<file path="src/rtl/eth_pkg.sv">
// Shared Ethernet RX constants, CRC-32 parameters and the framer state enum.
// Imported by eth_crc32 and eth_rx_framer.
package eth_pkg;

  localparam logic [7:0]  ETH_PREAMBLE  = 8'h55;
  localparam logic [7:0]  ETH_SFD       = 8'hD5;
  localparam logic [31:0] CRC32_POLY    = 32'h04C11DB7;
  localparam logic [31:0] CRC32_INIT    = 32'hFFFFFFFF;
  localparam logic [31:0] CRC32_RESIDUE = 32'hDEBB20E3;
  localparam int          MIN_FRAME     = 64;
  localparam int          MAX_FRAME     = 1522;

  typedef enum logic [1:0] {
    ST_IDLE,
    ST_PREAMBLE,
    ST_PAYLOAD,
    ST_DROP
  } rx_state_e;

  function automatic logic [31:0] bitrev32(logic [31:0] v);
    logic [31:0] r;
    for (int i = 0; i < 32; i++) r[i] = v[31-i];
    return r;
  endfunction

endpackage

</file>
<file path="src/rtl/eth_crc32.sv">
// Combinational reflected CRC-32 byte step, LSB of the byte first.
// Ports: crc_in (current CRC), data (byte), crc_out (updated CRC).
module eth_crc32
  import eth_pkg::*;
(
  input  logic [31:0] crc_in,
  input  logic [7:0]  data,
  output logic [31:0] crc_out
);

  localparam logic [31:0] POLY_R = bitrev32(CRC32_POLY);

  always_comb begin
    logic [31:0] c;
    c = crc_in;
    for (int i = 0; i < 8; i++) begin
      if (c[0] ^ data[i]) c = (c >> 1) ^ POLY_R;
      else                c = c >> 1;
    end
    crc_out = c;
  end

endmodule

</file>
<file path="src/rtl/eth_rx_framer.sv">
// RGMII RX framer: strips preamble/SFD, forwards frame bytes with Last/Err.
// Ports: i_Clock/i_Rst_n, i_Rx_Data/i_Rx_Ctl in, i_Full, o_* fifo write, stats.
module eth_rx_framer
  import eth_pkg::*;
#(
  parameter int MIN_LEN = MIN_FRAME,
  parameter int MAX_LEN = MAX_FRAME,
  parameter int CNT_W   = 16
) (
  input  logic             i_Clock,
  input  logic             i_Rst_n,
  input  logic [7:0]       i_Rx_Data,
  input  logic [1:0]       i_Rx_Ctl,
  input  logic             i_Full,
  output logic [7:0]       o_Data,
  output logic             o_Valid,
  output logic             o_Last,
  output logic             o_Err,
  output logic [CNT_W-1:0] o_Frame_Count,
  output logic [CNT_W-1:0] o_Drop_Count
);

  localparam int LEN_W = $clog2(MAX_LEN + 2);
  localparam logic [LEN_W-1:0] LEN_MIN = LEN_W'(MIN_LEN);
  localparam logic [LEN_W-1:0] LEN_OVR = LEN_W'(MAX_LEN + 1);

  rx_state_e        state_q, state_d;
  logic [7:0]       hold_q, hold_d;
  logic             hvld_q, hvld_d;
  logic [LEN_W-1:0] len_q, len_d, len_inc;
  logic [31:0]      crc_q, crc_d, crc_nx;
  logic             rxer_q, rxer_d;
  logic             pend_q, pend_d;

  logic       wr, wr_last, wr_err;
  logic [7:0] wr_data;
  logic       frame_inc, drop_inc;
  logic       dv, rx_er, runt, fcs_bad;

  // DV low with Ctl[1] set is false carrier / extension: just not data.
  assign dv      = i_Rx_Ctl[0];
  assign rx_er   = dv & (i_Rx_Ctl[1] ^ i_Rx_Ctl[0]);
  assign runt    = len_q < LEN_MIN;
  assign fcs_bad = crc_q != CRC32_RESIDUE;
  assign len_inc = (len_q == LEN_OVR) ? len_q : len_q + LEN_W'(1);

  eth_crc32 u_crc (
    .crc_in  (crc_q),
    .data    (i_Rx_Data),
    .crc_out (crc_nx)
  );

  always_comb begin
    state_d   = state_q;
    hold_d    = hold_q;
    hvld_d    = hvld_q;
    len_d     = len_q;
    crc_d     = crc_q;
    rxer_d    = rxer_q;
    pend_d    = pend_q;
    wr        = 1'b0;
    wr_data   = 8'h00;
    wr_last   = 1'b0;
    wr_err    = 1'b0;
    frame_inc = 1'b0;
    drop_inc  = 1'b0;

    // Pending terminator never coincides with a PAYLOAD write.
    if (pend_q && !i_Full) begin
      wr      = 1'b1;
      wr_last = 1'b1;
      wr_err  = 1'b1;
      pend_d  = 1'b0;
    end

    unique case (state_q)
      ST_IDLE: begin
        if (dv) begin
          if (i_Rx_Data == ETH_PREAMBLE) begin
            state_d = ST_PREAMBLE;
          end else begin
            state_d  = ST_DROP;
            drop_inc = 1'b1;
          end
        end
      end
      ST_PREAMBLE: begin
        if (!dv) begin
          state_d = ST_IDLE;
        end else if (i_Rx_Data == ETH_PREAMBLE) begin
          state_d = ST_PREAMBLE;
        end else if (i_Rx_Data == ETH_SFD && !pend_q) begin
          state_d = ST_PAYLOAD;
          len_d   = '0;
          crc_d   = CRC32_INIT;
          rxer_d  = 1'b0;
          hvld_d  = 1'b0;
        end else begin
          state_d  = ST_DROP;
          drop_inc = 1'b1;
        end
      end
      ST_PAYLOAD: begin
        if (dv) begin
          len_d  = len_inc;
          crc_d  = crc_nx;
          rxer_d = rxer_q | rx_er;
          if (len_inc == LEN_OVR) begin
            state_d  = ST_DROP;
            drop_inc = 1'b1;
            hvld_d   = 1'b0;
            if (i_Full) begin
              pend_d = 1'b1;
            end else begin
              wr      = 1'b1;
              wr_data = hold_q;
              wr_last = 1'b1;
              wr_err  = 1'b1;
            end
          end else begin
            hold_d = i_Rx_Data;
            hvld_d = 1'b1;
            if (hvld_q && i_Full) begin
              pend_d   = 1'b1;
              state_d  = ST_DROP;
              drop_inc = 1'b1;
              hvld_d   = 1'b0;
            end else if (hvld_q) begin
              wr      = 1'b1;
              wr_data = hold_q;
            end
          end
        end else begin
          state_d = ST_IDLE;
          hvld_d  = 1'b0;
          if (!hvld_q) begin
            drop_inc = 1'b1;
          end else if (i_Full) begin
            pend_d   = 1'b1;
            drop_inc = 1'b1;
          end else begin
            wr        = 1'b1;
            wr_data   = hold_q;
            wr_last   = 1'b1;
            wr_err    = rxer_q | runt | fcs_bad;
            frame_inc = 1'b1;
          end
        end
      end
      ST_DROP: begin
        if (!dv) state_d = ST_IDLE;
      end
      default: state_d = ST_IDLE;
    endcase
  end

  always_ff @(posedge i_Clock or negedge i_Rst_n) begin
    if (!i_Rst_n) begin
      state_q       <= ST_IDLE;
      hold_q        <= '0;
      hvld_q        <= 1'b0;
      len_q         <= '0;
      crc_q         <= CRC32_INIT;
      rxer_q        <= 1'b0;
      pend_q        <= 1'b0;
      o_Data        <= '0;
      o_Valid       <= 1'b0;
      o_Last        <= 1'b0;
      o_Err         <= 1'b0;
      o_Frame_Count <= '0;
      o_Drop_Count  <= '0;
    end else begin
      state_q <= state_d;
      hold_q  <= hold_d;
      hvld_q  <= hvld_d;
      len_q   <= len_d;
      crc_q   <= crc_d;
      rxer_q  <= rxer_d;
      pend_q  <= pend_d;
      o_Data  <= wr_data;
      o_Valid <= wr;
      o_Last  <= wr_last;
      o_Err   <= wr_err;
      if (frame_inc && o_Frame_Count != '1)
        o_Frame_Count <= o_Frame_Count + CNT_W'(1);
      if (drop_inc && o_Drop_Count != '1)
        o_Drop_Count <= o_Drop_Count + CNT_W'(1);
    end
  end

endmodule

</file>
<file path="config.mk">
export PLATFORM = sky130hd
export DESIGN_NAME = eth_rx_framer
export DESIGN_NICKNAME = d
export VERILOG_FILES = /design/src/rtl/eth_pkg.sv /design/src/rtl/eth_crc32.sv /design/src/rtl/eth_rx_framer.sv
export SDC_FILE = /design/constraint.sdc
export NUM_CORES = 1
export LEC_CHECK = 0
export CAP_MARGIN = 10
export CORE_MARGIN = 2
export CORE_UTILIZATION = 45
export DETAILED_ROUTE_END_ITERATION = 8
export MAX_ROUTING_LAYER = met4
export PLACE_DENSITY = 0.65
export SLEW_MARGIN = 20
export SYNTH_ARGS = -nofsm -noshare
export SYNTH_HDL_FRONTEND = slang
export SYNTH_HIERARCHICAL = 1
export SYNTH_SLANG_ARGS = --single-unit
</file>
<file path="constraint.sdc">
create_clock -name i_Clock -period 3.6 [get_ports i_Clock]
set_input_delay 0.54 -clock i_Clock [delete_from_list [all_inputs] [get_ports i_Clock]]
set_output_delay 0.54 -clock i_Clock [all_outputs]
set_load 0.05 [all_outputs]
</file>
==> results of run 1 <==
-- state kept, by name, indices dropped and copies added, names as in the netlist, 2 cells and up --
name	cells
crc_q	32
o_Frame_Count	16
o_Data	8
len_q	11
o_Drop_Count	16
hold_q	8
state_q	2
-- kinds of logic (layout without fill, tap and decap cells) --
logic type               Yosys count  count (layout)  synth area share
AND/OR/NAND/NOR                  204             204             0.188
multiplexers                      11              11            0.0222
buffers and inverters             27              86            0.0186
flip-flops                        99              99             0.452
AO/OA/AOI/OAI                     85              85            0.0921
adder cells (fa/ha/maj)            3               3           0.00674
XOR/XNOR                          94              94             0.221
-- final cells by class --
class | count | area, um2
clock buffers | 14 | 254
clock inverters | 2 | 37.5
fillers | 1066 | 5450
inverters | 8 | 30.0
multi-input cells | 397 | 2950
flip-flops and latches | 99 | 2520
well taps | 168 | 210
repair buffers | 62 | 613
-- per-stage QoR --
stage / total power, mW / worst slack, ps / cell area [um2] / hold slack, ps
6_report: 5.37 / 560 / 6610 / 298
5_1_grt: 5.70 / 320 / 6610 / 364
4_1_cts: 5.40 / 562 / 6610 / 326
3_5_place_dp: 4.41 / 376 / 6320 / 469
3_3_place_gp: 4.37 / 489 / 6320 / 455
2_1_floorplan: 3.86 / 967 / 5570 / 244
-- worst reg2reg max path, stage by stage, from the launching register on --
cell and delay (ps):
dfrtp_1 440, ha_1 290, nand3_1 190, or3_1 380, a211o_1 360, nor4_4 460
a21oi_1 190, nor3_2 460, and2_1 210
-- cells in the final DEF (no fill, tap or decap), drive strengths merged, types with 12 or more instances in the layout --
master / instances
clkbuf: 14
nor2: 83
dfrtp: 67
dfstp: 32
xor2: 25
nand2: 32
clkdlybuf4s50: 54
a21oi: 41
nor3: 12
xnor3: 18
xnor2: 51
o21ai: 18
nand3: 13
-- final timing paths --
kind	startpoint	end	slack (ps)	cells past startpoint
max	len_q[0]	o_Data[3]	560	8
min	i_Rst_n	o_Drop_Count[0]	300	1
max reg2reg	len_q[0]	o_Data[3]	560	8
min reg2reg	hold_q[0]	o_Data[0]	480	1
max in group asynchronous	i_Rst_n	crc_q[5]	2450	2
min in group i_Clock	hold_q[0]	o_Data[0]	480	1
-- where the power goes --
part / switching, mW / internal, mW / leakage, nW
combinational: 1.26 / 1.41 / 1.40
sequential: 0.280 / 1.46 / 1.20
clock: 0.409 / 0.560 / 0.137
total: 1.94 / 3.43 / 2.74
-- routing by layer --
layer	global-route usage	part of all wire	up-vias
met2	0.291	0.46	101
met4	0.0747	0.018	0
li1	-	-	1922
met5	-	0	-
met3	0.0348	0.039	19
met1	0.276	0.48	1921
==> results by group, run 1 <==
Die
  • Row count: 40
  • Starting Density: 0.462
  • Die area: 13300 um2
  • Core ar.: 12100 um2
  • Num ports: 56
  • Die Y: 115 um
  • Die width: 115 um

Placement
  • Final GP Congestion: 0.891
  • Dpl hpwl: 8.36 mm
  • Placed Cells: 734
  • Port-buffer cells: 55

Yosys
  • Ys flop type: dfrtp_1
  • Yosys cell types: 60
  • Synth top cells by count: nor2_1 (83), dfrtp_1 (67), xnor2_1 (42), a21oi_1 (40)
  • Post-synthesis cell count: 523
  • Syn nets: 539
  • Ys async rst share: 1.00
  • Syn_area_per_cell: 10.6 um2
  • Mapped cell area: 5570 um2
  • Post-synth EDFFs: 0
  • Synth area leader: dfrtp_1
  • Top-count cell post-synth: nor2_1
  • Yosys warnings: 6
  • Top post-synthesis cells by area: dfrtp_1 (30%), dfstp_2 (15%), xnor3_1 (7.3%), xnor2_1 (6.6%), nor2_1 (5.6%)
  • Sequential share of the synthesized area: 0.452
  • Post-synthesis sequential element count: 99
  • Post-synth top area share: 0.301

STA
  • Endpoints failing hold: 0
  • RSZ-0062 raised after global routing: no
  • Final Cycle Share: 0.844
  • Final worst path period need: 3040 ps
  • Max-slew violation count: 0
  • Setup violators final: 0
  • Relative slew slack: 0.425
  • Worst Tran Pin Value: 859 ps
  • Clk_skew: 9.84 ps
  • Fmax achieved: 0.329 GHz
  • Setup TNS: 0 ps

Final layout
  • Synthesis-to-layout area growth: 18.7%
  • # diodes: 0
  • Post-Route Utilization: 0.548
  • Post-route insts no fill: 750
  • Share of cells above drive strength 1: 0.146
  • Final nets: 593

Global routing
  • Largest net degree at the start of global routing: 69
  • Global route total overflow: 0
  • Vias in the first global route: 3925
  • Number of antenna violations at the first check in global routing: 0
  • First-pass GRT wire length: 20.0 mm
  • Gr usage total: 0.198

CTS
  • Cts bufs inserted: 9
  • Post-CTS Setup Repair Bufs: 0
  • Clk_lat worst skew: 350 ps
  • H-tree depth: 3
  • Gates resized, CTS repair: 0
  • Root buf cell: clkbuf_16
  • TritonCTS clock tree: yes
  • Clock transition at path regs: 70 ps
  • Bufs on Longest Clock Path: 2
  • CTS sink count: 99
  • Hold buffer count at cts: 0

Worst setup path
  • Crit end category: register
  • Slowest stage delay, CP: 460 ps
  • Crit-path cells: ha_1, nand3_1, or3_1, a211o_1, nor4_4, a21oi_1, nor3_2, and2_1
  • Critical path's slowest cell: nor4_4
  • Crit Path Max Fanout: 8
  • Critical Path Source Type: register
  • Worst endpoint data arrival time: 3320 ps
  • Top delay family on crit path: simple AND/OR/NAND/NOR gates
  • Setup CP Type: register to register
  • WP buf/inv: 0
  • WP data required: 3880 ps

Detailed routing
  • WL final: 12.0 mm
  • DR vias/cell: 5.28
  • DR iter-0 viols: 242
  • First-pass detailed-route iteration total: 5
  • Drt wl/cell: 16.0 um
  • Antenna Violating Nets Remaining: 0
  • Vias: 3963
  • DRC violations left: 0

Outcome
  • Status: completed

Flow run
  • Maxcap violations: 0

Pwr
  • PD cells: 812 nW/um2
  • Leak: 2.74 nW
  • Peak supply drop: 0.396 mV

Hold path
  • Worst hold path class: input pin to async pin
(Power assumes the default switching activity.)
==> run 2: changes to the inputs <==
==> constraint.sdc (replaced) <==
create_clock -name i_Clock -period 2.9 [get_ports i_Clock]
set_input_delay 0.435 -clock i_Clock [delete_from_list [all_inputs] [get_ports i_Clock]]
set_output_delay 0.435 -clock i_Clock [all_outputs]
set_load 0.05 [all_outputs]
==> run 2 against run 1 <==
- largest cell class unchanged
- total power grew 25%
- final area grew 2.6%
- critical path type unchanged
- combinational power grew 27%
==> results by group, run 2 (synthesis gave the netlist of run 1 again) <==
Flow run
  • Maxcap violations: 0 (unchanged)

Detailed routing
  • DRC violations left: 0 (unchanged)
  • Antenna Violating Nets Remaining: 0 (unchanged)
  • Met3 wire length: 450 um (-4.7%)
  • Routed wl met2: 5.59 mm (+1.3%)
  • Top routing layer in use: met4
  • Drt wl/cell: 15.9 um (-0.18%)
  • DR vias/cell: 5.29 (+0.15%)
  • DRT met1 WL: 5.95 mm (+3.1%)
  • WL final: 12.2 mm (+2.1%)
  • Vias: 4059 (+2.4%)
  • DR iter-0 viols: 245 (+1.2%)
  • First-pass detailed-route iteration total: 4 (-1)

Global routing
  • Vias in the first global route: 3918 (-0.18%)
  • Gr usage total: 0.202 (+0.00407)
  • Number of antenna violations at the first check in global routing: 0 (unchanged)
  • Global route total overflow: 0 (unchanged)
  • First-pass GRT wire length: 20.3 mm (+1.4%)
  • Largest net degree at the start of global routing: 66 (-4.3%)

Pwr
  • Leak: 2.84 nW (+3.5%)
  • PD cells: 993 nW/um2 (+22%)
  • Peak supply drop: 0.601 mV (+52%)

Final layout
  • Filler instances: 1000 (-6.2%)
  • # diodes: 0 (unchanged)
  • Top reg by flops: crc_q
  • Max FFs per register: 32 (unchanged)
  • Biggest regs: crc_q x32, o_Drop_Count x16, o_Frame_Count x16
  • Share of cells above drive strength 1: 0.180 (+0.0343)
  • Commonest cells after routing, fill and taps aside: nor2_1 (83), dfrtp_1 (66), clkdlybuf4s50_1 (54), xnor2_1 (42), a21oi_1 (40)
  • Final design area excluding fillers: 6780 um2 (+2.6%)
  • Final nets: 610 (+2.9%)
  • Synthesis-to-layout area growth: 21.8%
  • Commonest non-fill, non-tap cell in the layout: nor2_1
  • Post-route insts no fill: 767 (+2.3%)

STA
  • Worst Tran Pin Value: 813 ps (-46.1 ps)
  • Endpoints failing hold: 0 (unchanged)
  • Relative slew slack: 0.456 (+0.0309)
  • RSZ-0062 raised after global routing: yes
  • Fmax achieved: 0.356 GHz (+8.1%)
  • Setup violators final: 0 (unchanged)
  • Final worst path period need: 2810 ps (-227 ps)
  • Max-slew violation count: 0 (unchanged)
  • Setup TNS: 0 ps (unchanged)
  • Worst hold margin: 32.6 ps (-266 ps)
  • Clk_skew: 4.17 ps (-5.67 ps)
  • Final Cycle Share: 0.970 (+0.125)

Worst setup path
  • End point of the critical path: o_Drop_Count[12]
  • FF-to-FF Start: len_q[3]
  • Setup CP Type: register to register
  • Worst endpoint data arrival time: 3040 ps (-280 ps)
  • Worst reg2reg setup slack: 90 ps (-470 ps)
  • Register-to-Register Path Depth: 7 (-1)
  • Worst setup path startpoint: len_q[3]
  • WP data required: 3130 ps (-750 ps)
  • FF-to-FF End: o_Drop_Count[12]
  • Crit Path Max Fanout: 7 (-1)
  • Crit end category: register
  • Critical Path Source Type: register

CTS
  • Clk_lat worst skew: 350 ps (about the same)
  • Clock transition at path regs: 70 ps (about the same)
  • Root buf cell: clkbuf_16
  • Bufs on Longest Clock Path: 2 (unchanged)
  • TritonCTS clock tree: yes
  • Cts bufs inserted: 9 (unchanged)
  • H-tree depth: 3 (unchanged)
  • CTS sink count: 99 (unchanged)

Placement
  • Placed Cells: 751 (+2.3%)
  • Placed instance area: 6460 um2 (+2.2%)
  • Dpl hpwl: 8.67 mm (+3.7%)
  • Port-buffer cells: 55 (unchanged)
  • Final GP Congestion: 0.884 (-0.72%)

Die
  • Starting Density: 0.462 (unchanged)
  • Die Y: 115 um (unchanged)
  • Core ar.: 12100 um2 (unchanged)
  • Num ports: 56 (unchanged)
  • Die area: 13300 um2 (unchanged)
  • Die width: 115 um (unchanged)
  • Row count: 40 (unchanged)

Hold path
  • Worst hold path class: input pin to async pin

Outcome
  • Status: completed
[run 2: changes by cell type in the layout (fill, tap and decap cells not counted)]
cell and change:
dfrtp_2 +1, dfrtp_1 -1, nor4_1 -1, nor4_4 +1
bufinv_16 -1, ha_2 +1, clkinv_4 +2, buf_4 +16
buf_12 +1, clkinvlp_4 -1, ha_1 -1, clkbuf_1 -3
clkbuf_8 +3
[run 2: report_power, final]
part	leakage, nW	internal (mW)	switching [mW]
Combinational	1.49	1.82	1.56
Clock	0.149	0.680	0.514
Sequential	1.20	1.81	0.347
[run 2: how the worst min path moves through the flow]
stage,startpoint,to,slack [ps],depth (start not counted)
2_1_floorplan,i_Rst_n,hold_q[0],140,0
3_3_place_gp,i_Rst_n,o_Drop_Count[9],410,1
3_5_place_dp,i_Rst_n,o_Drop_Count[9],420,1
4_1_cts,i_Rst_n,o_Drop_Count[9],40,1
5_1_grt,i_Rst_n,o_Drop_Count[15],70,1
6_report,i_Rst_n,o_Drop_Count[1],30,1
[run 2: stage by stage]
step	setup WS, ps	power [mW]	util
6_report	87.7	6.74	0.562
5_1_grt	-47.6	7.12	0.562
4_1_cts	67.7	6.78	0.561
3_5_place_dp	83.3	5.55	0.536
3_3_place_gp	148	5.52	0.536
2_1_floorplan	267	4.79	-
[run 2: layout make-up]
type,count,area (um2),share of cell area
Tap cell,168,210,0.0310
Sequential cell,99,2520,0.371
Multi-Input combinational cell,397,2970,0.438
Clock inverter,2,17.5,0.00258
Timing Repair Buffer,79,753,0.111
Inverter,8,30.0,0.00443
Clock buffer,14,284,0.0419
[run 2: metal layers]
layer	vias up	global-route usage
met2	88	0.296
li1	1960	-
met3	16	0.0327
met1	1995	0.283
met5	-	-
met4	0	0.0795
[run 2: repair_timing]
action | in CTS | in global routing
endpoints found under the setup margin | 0 | 27
hold buffers | 0 | 0
setup buffers | 0 | 0
gates resized for setup | 0 | 4
[run 2: worst max-delay path, cell delays in order, from the launching register on]
cell	delay [ps]
dfrtp_1	460
nand4b_1	320
nor4_4	310
mux2_2	410
nor4_4	450
a21boi_2	160
nor3_1	230
mux2_2	360
